`config.mk`:
```
export PLATFORM = sky130hd
export DESIGN_NAME = idma_inoc_wr_ibuffer
export DESIGN_NICKNAME = d
export VERILOG_FILES = /design/src/rtl/idma_inoc_wr_ibuffer.sv
export SDC_FILE = /design/constraint.sdc
export NUM_CORES = 1
export LEC_CHECK = 0
export BUFFER_PORTS_ARGS = -buffer_cell sky130_fd_sc_hd__buf_2
export CORE_MARGIN = 5
export CORE_UTILIZATION = 40
export CTS_CLUSTER_SIZE = 24
export DETAILED_ROUTE_END_ITERATION = 8
export GPL_TIMING_DRIVEN = 0
export HOLD_SLACK_MARGIN = 0.03
export SETUP_SLACK_MARGIN = 0.4
export SYNTH_ARGS = -nofsm -noshare
export SYNTH_HDL_FRONTEND = slang
export SYNTH_SLANG_ARGS = --single-unit
```
`constraint.sdc`:
```
create_clock -name clk -period 6.4 [get_ports clk]
set_clock_uncertainty 0.05 [all_clocks]
set_input_delay 1.92 -clock clk [delete_from_list [all_inputs] [get_ports clk]]
set_output_delay 1.92 -clock clk [all_outputs]
set_load 0.02 [all_outputs]
```
`src/rtl/idma_inoc_wr_ibuffer.sv`:
```
// idma_inoc_wr_ibuffer: packs a 32-bit word stream into strobed ibuffer SRAM line writes
`timescale 1ns/1ps
module idma_inoc_wr_ibuffer #(
  parameter int DATA_WIDTH = 128,
  parameter int MEM_AW     = 15,
  parameter int STRB_WIDTH = DATA_WIDTH/8,
  parameter int WORD_WIDTH = 32,
  parameter int WORD_NUM   = DATA_WIDTH/WORD_WIDTH
) (
  input  logic                  clk,
  input  logic                  rst_n,
  input  logic                  ibuffer_wr_start,
  input  logic [MEM_AW+1:0]     ibuffer_word_addr,
  input  logic [12:0]           ibuffer_word_num,
  input  logic                  op_last_or_finish,
  input  logic                  recv_valid,
  output logic                  recv_ready,
  input  logic [WORD_WIDTH-1:0] recv_data,
  input  logic                  recv_last,
  output logic                  ibuffer_cen,
  output logic                  ibuffer_wen,
  input  logic                  ibuffer_ready,
  output logic [MEM_AW-1:0]     ibuffer_addr,
  output logic [DATA_WIDTH-1:0] ibuffer_wdata,
  output logic [STRB_WIDTH-1:0] ibuffer_wstrb,
  output logic                  wr_busy,
  output logic                  wr_done,
  output logic                  len_err
);
  logic                  fin, zdone, acc, last_w, done_line, hs, start;
  logic [12:0]           num_q, cnt;
  logic [1:0]            off;
  logic [MEM_AW-1:0]     line;
  logic [DATA_WIDTH-1:0] pack, pack_n;
  logic [STRB_WIDTH-1:0] strb, strb_n;
  assign ibuffer_wen = 1'b1;
  assign hs          = ibuffer_cen && ibuffer_ready;
  assign recv_ready  = wr_busy && (!ibuffer_cen || ibuffer_ready) && !op_last_or_finish;
  assign acc         = recv_valid && recv_ready;
  assign last_w      = cnt == num_q - 13'd1;
  assign done_line   = acc && (off == 2'(WORD_NUM-1) || last_w);
  assign start       = ibuffer_wr_start && !wr_busy;
  assign wr_done     = (hs && fin && !op_last_or_finish) || zdone;
  always_comb begin
    pack_n = pack;
    strb_n = strb;
    pack_n[off*WORD_WIDTH +: WORD_WIDTH] = recv_data;
    strb_n[off*(WORD_WIDTH/8) +: WORD_WIDTH/8] = '1;
  end
  always_ff @(posedge clk or negedge rst_n) begin
    if (!rst_n) begin
      wr_busy       <= 1'b0;
      ibuffer_cen   <= 1'b0;
      ibuffer_addr  <= '0;
      ibuffer_wdata <= '0;
      ibuffer_wstrb <= '0;
      len_err       <= 1'b0;
      fin           <= 1'b0;
      zdone         <= 1'b0;
      num_q         <= '0;
      cnt           <= '0;
      off           <= '0;
      line          <= '0;
      pack          <= '0;
      strb          <= '0;
    end else if (op_last_or_finish) begin
      wr_busy     <= 1'b0;
      ibuffer_cen <= 1'b0;
      fin         <= 1'b0;
      zdone       <= 1'b0;
      cnt         <= '0;
      off         <= '0;
      pack        <= '0;
      strb        <= '0;
    end else begin
      zdone <= start && ibuffer_word_num == '0;
      if (start && ibuffer_word_num != '0) begin
        wr_busy <= 1'b1;
        num_q   <= ibuffer_word_num;
        off     <= ibuffer_word_addr[1:0];
        line    <= ibuffer_word_addr[MEM_AW+1:2];
        cnt     <= '0;
        pack    <= '0;
        strb    <= '0;
        len_err <= 1'b0;
      end
      if (acc) begin
        cnt  <= cnt + 13'd1;
        off  <= off + 2'd1;
        pack <= pack_n;
        strb <= strb_n;
        if (recv_last != last_w) len_err <= 1'b1;
        if (last_w) wr_busy <= 1'b0;
      end
      if (done_line) begin
        ibuffer_cen   <= 1'b1;
        fin           <= last_w;
        ibuffer_addr  <= line;
        ibuffer_wdata <= pack_n;
        ibuffer_wstrb <= strb_n;
        pack          <= '0;
        strb          <= '0;
        line          <= line + MEM_AW'(1);
      end else if (hs) ibuffer_cen <= 1'b0;
    end
  end
endmodule

```
==> results.sh <==
export IMPL_outcome="finished, final reports clean"
export IMPL_ys_ff_latch=351
export IMPL_synthAdderAreaFrac_pct=0.6292
export IMPL_synth_enable_flop_cells=0
export IMPL_worstMarginPinSlew_ns=1.375
export IMPL_rows=73
export IMPL_pre_cts_ws_ns=1.472
export IMPL_fin_nets=1882
export IMPL_wl_per_cell_microns=21.43
export IMPL_rr_startpoint="off[0]"
export IMPL_via_per_inst=5.531
export IMPL_crit_path_end_kind="output port"
export IMPL_syn_area_per_cell_sq_um=10.20
export IMPL_ant_nets=0
export IMPL_synthesis_nets=1636
export IMPL_cts_resized=0
export IMPL_worstPathRequired_ns=4.43
export IMPL_finalInstanceArea_sq_um=19000
export IMPL_worstSetupStartpointType="input pin"
export IMPL_cts_sinks=351
export IMPL_reg2reg_depth=7
export IMPL_drt_iter0_drc=939
export IMPL_synthMuxAreaShare_pct=1.518
export IMPL_syn_to_final_growth_pct=19.43
export IMPL_syn_area_sq_um=15910
export IMPL_yosys_area_share_simple_pct=11.15
export IMPL_path_cells="buf_2 > inv_1 > a41o_1 > buf_2"
export IMPL_power_density_nw_per_um2=317.6
export IMPL_cts_root_buffer="clkbuf_16"
export IMPL_setup_viol=0
export IMPL_layout_drive_gt1_share_pct=19.20
export IMPL_core_sq_um=39550
export IMPL_synthArstFlopShare_pct=100.0
export IMPL_port_buffers=201
export IMPL_critPathMaxStageDelay_ns=0.25
export IMPL_power_leakage_uw=0.009034
export IMPL_startpoint="op_last_or_finish"
export IMPL_cp_slowest_cell="a41o_1"
export IMPL_clockBufferDepth=3
export IMPL_grt_pass1_vias=13055
export IMPL_crit_family="buffers and inverters"
export IMPL_grt_max_degree=122
export IMPL_fin_crit_sh_pct=71.95
export IMPL_start_util_pct=40.23
export IMPL_holdWs_ns=0.4296
export IMPL_routed_wl_microns=50530
export IMPL_synthFlopType="dfrtp_1"
export IMPL_finalHoldViolCount=0
export IMPL_vdd_ir_drop_max_v=0.0002239
export IMPL_worst_ep_arrival_time_ns=2.63
export IMPL_postCtsHoldBufs=0
export IMPL_reg2reg_slack_ns=2.84
export IMPL_dp_hpwl_microns=36420
export IMPL_clk_pin_slew_ns=0.06
export IMPL_seq_area_frac_synth_pct=55.21
export IMPL_finalWorstSetupSlack_ns=1.795
export IMPL_grtUsageTotal_pct=22.55
export IMPL_post_route_util_pct=48.04
export IMPL_final_max_slew_viol_count=0
export IMPL_postSynthCellCount=1559
export IMPL_drc=0
export IMPL_synth_warnings=0
export IMPL_rr_endpoint="pack[124]"
export IMPL_yosysUniqueCellTypes=60
export IMPL_cp_depth=4
export IMPL_antenna_cells=0
export IMPL_period_minus_slack_ns=4.605
export IMPL_die_area_sq_um=43860
export IMPL_grt_ovfl_total=0
export IMPL_relSlewSlack_pct=7.617
export IMPL_antenna_found_initial=0
export IMPL_clk_latency_ns=0.58
export IMPL_cts_buffers=40
export IMPL_crit_end="wr_done"
export IMPL_die_w_microns=209.4
export IMPL_grt_pass1_wl_microns=78330
export IMPL_gp_congestion=0.8677
export IMPL_fmax_mhz=217.2
export IMPL_cp_max_fo=6
export IMPL_placed_cell_area_sq_um=17660
export IMPL_io_pins=234
export IMPL_synth_top_family_by_area="compound AO/OA/AOI/OAI gates"
export IMPL_rsz0062_at_grt="no"
export IMPL_num_vias=13043
export IMPL_cts_tree="done"
export IMPL_h_tree_depth=2
export IMPL_synth_xor_area_share_pct=0.9359
export IMPL_hp_class="register to register"
export IMPL_synth_compound_area_share_pct=24.88
export IMPL_die_h_microns=209.4
export IMPL_firstDrtPassIters=7
export IMPL_post_cts_buffers=0
export IMPL_critPathMostFrequentCell="buf_2"
export IMPL_cap_violations=0
export IMPL_path_class="input pin to output port"
export IMPL_cp_buffers_inverters=3
## layout by cell type, fill, tap and decap left out, types with 5 or more instances in the layout
cell type and count:
o211ai_1 6, a21o_1 7, xnor2_1 7, a22o_1 127
o21ai_1 8, and3_1 14, buf_6 19, nor3_1 9
ha_1 8, dfrtp_1 351, mux2_2 9, buf_2 228
clkbuf_16 40, buf_4 6, nand4_1 9, nand2_1 61
inv_1 23, a31o_2 5, a211oi_1 17, o21ai_0 174
buf_1 34, a31oi_1 6, clkbuf_8 7, nor2b_1 134
a21oi_1 276, nand3_1 22, nor2_1 51, xor2_1 10
clkbuf_1 87, mux2_4 8
## worst register-to-register path, cell delays in order, from the launching register on
cell and delay [ns]:
dfrtp_1 0.49, inv_1 0.16, ha_1 0.38, nor3_1 1.10
and3_1 0.28, clkbuf_1 0.37, clkbuf_1 0.47, a22o_1 0.22
## registers in the layout, indices dropped and copies added, names as in the netlist
register       count
cnt               13
fin                1
ibuffer_addr      15
ibuffer_cen        1
ibuffer_wdata    128
ibuffer_wstrb     16
len_err            1
line              15
num_q             13
off                2
pack             128
strb              16
wr_busy            1
zdone              1
## cell type report
| cell class | instances | area [sq um] |
|---|---|---|
| Clock buffer | 58 | 1139 |
| Fill cell | 3743 | 20550 |
| Sequential cell | 351 | 8783 |
| Timing Repair Buffer | 204 | 1099 |
| Inverter | 23 | 86.33 |
| Clock inverter | 12 | 196.4 |
| Tap cell | 525 | 656.9 |
| Buffer | 163 | 812.0 |
| Multi-Input combinational cell | 1022 | 6227 |
## cells in the mapped netlist, types with 8 or more instances
cell	n	area share, %
dfrtp_1	351	55
a21oi_1	276	8.7
o21ai_0	174	5.5
nor2b_1	134	5.3
a22o_1	127	7.0
clkbuf_1	76	1.8
nand2_1	61	1.4
nor2_1	51	1.2
buf_1	34	0.80
buf_2	28	0.88
inv_1	23	0.54
nand3_1	22	0.69
buf_6	19	1.3
a211oi_1	17	0.80
and3_1	14	0.55
xor2_1	10	0.55
mux2_2	9	0.64
nand4_1	9	0.35
nor3_1	9	0.28
ha_1	8	0.63
mux2_4	8	0.76
o21ai_1	8	0.25
## worst min-delay path by stage
stage / from / end / slack [ns] / cells after the start
2_1_floorplan: pack[127] / pack[127] / 0.40 / 1
3_3_place_gp: pack[127] / pack[127] / 0.41 / 1
3_5_place_dp: pack[127] / pack[127] / 0.42 / 1
4_1_cts: pack[127] / pack[127] / 0.43 / 1
5_1_grt: pack[24] / pack[24] / 0.45 / 1
6_report: pack[127] / pack[127] / 0.43 / 1
## where the power goes
group          internal (uW)  switching (uW)
sequential              2430             158
clock                   1400             952
combinational            357             736
## cells by family (layout without fill, tap and decap cells)
group | count (synthesis) | in the layout
flops | 351 | 351
simple gates | 328 | 328
mux | 19 | 19
xor+xnor | 17 | 17
compound gates | 649 | 649
buf+inv | 186 | 460
fa+ha+maj | 8 | 8
other cells | 1 | 1
## per-layer routing
metal	routed length, microns	global-route usage [%]
met1	22460	31.23
met2	23540	36.19
met3	3123	4.828
met4	1408	6.166
met5	0	0
## per-stage QoR
| stage | TNS, ns | total power, uW | std cells |
|---|---|---|---|
| floorplan | 0 | 3264 | 1559 |
| global placement | -1250.61 | 3698 | 2285 |
| detailed placement | 0 | 3722 | 2288 |
| CTS | 0 | 6092 | 2358 |
| global route | 0 | 6303 | 2358 |
| finish | 0 | 6035 | 2358 |
(Power assumes the default switching activity.)
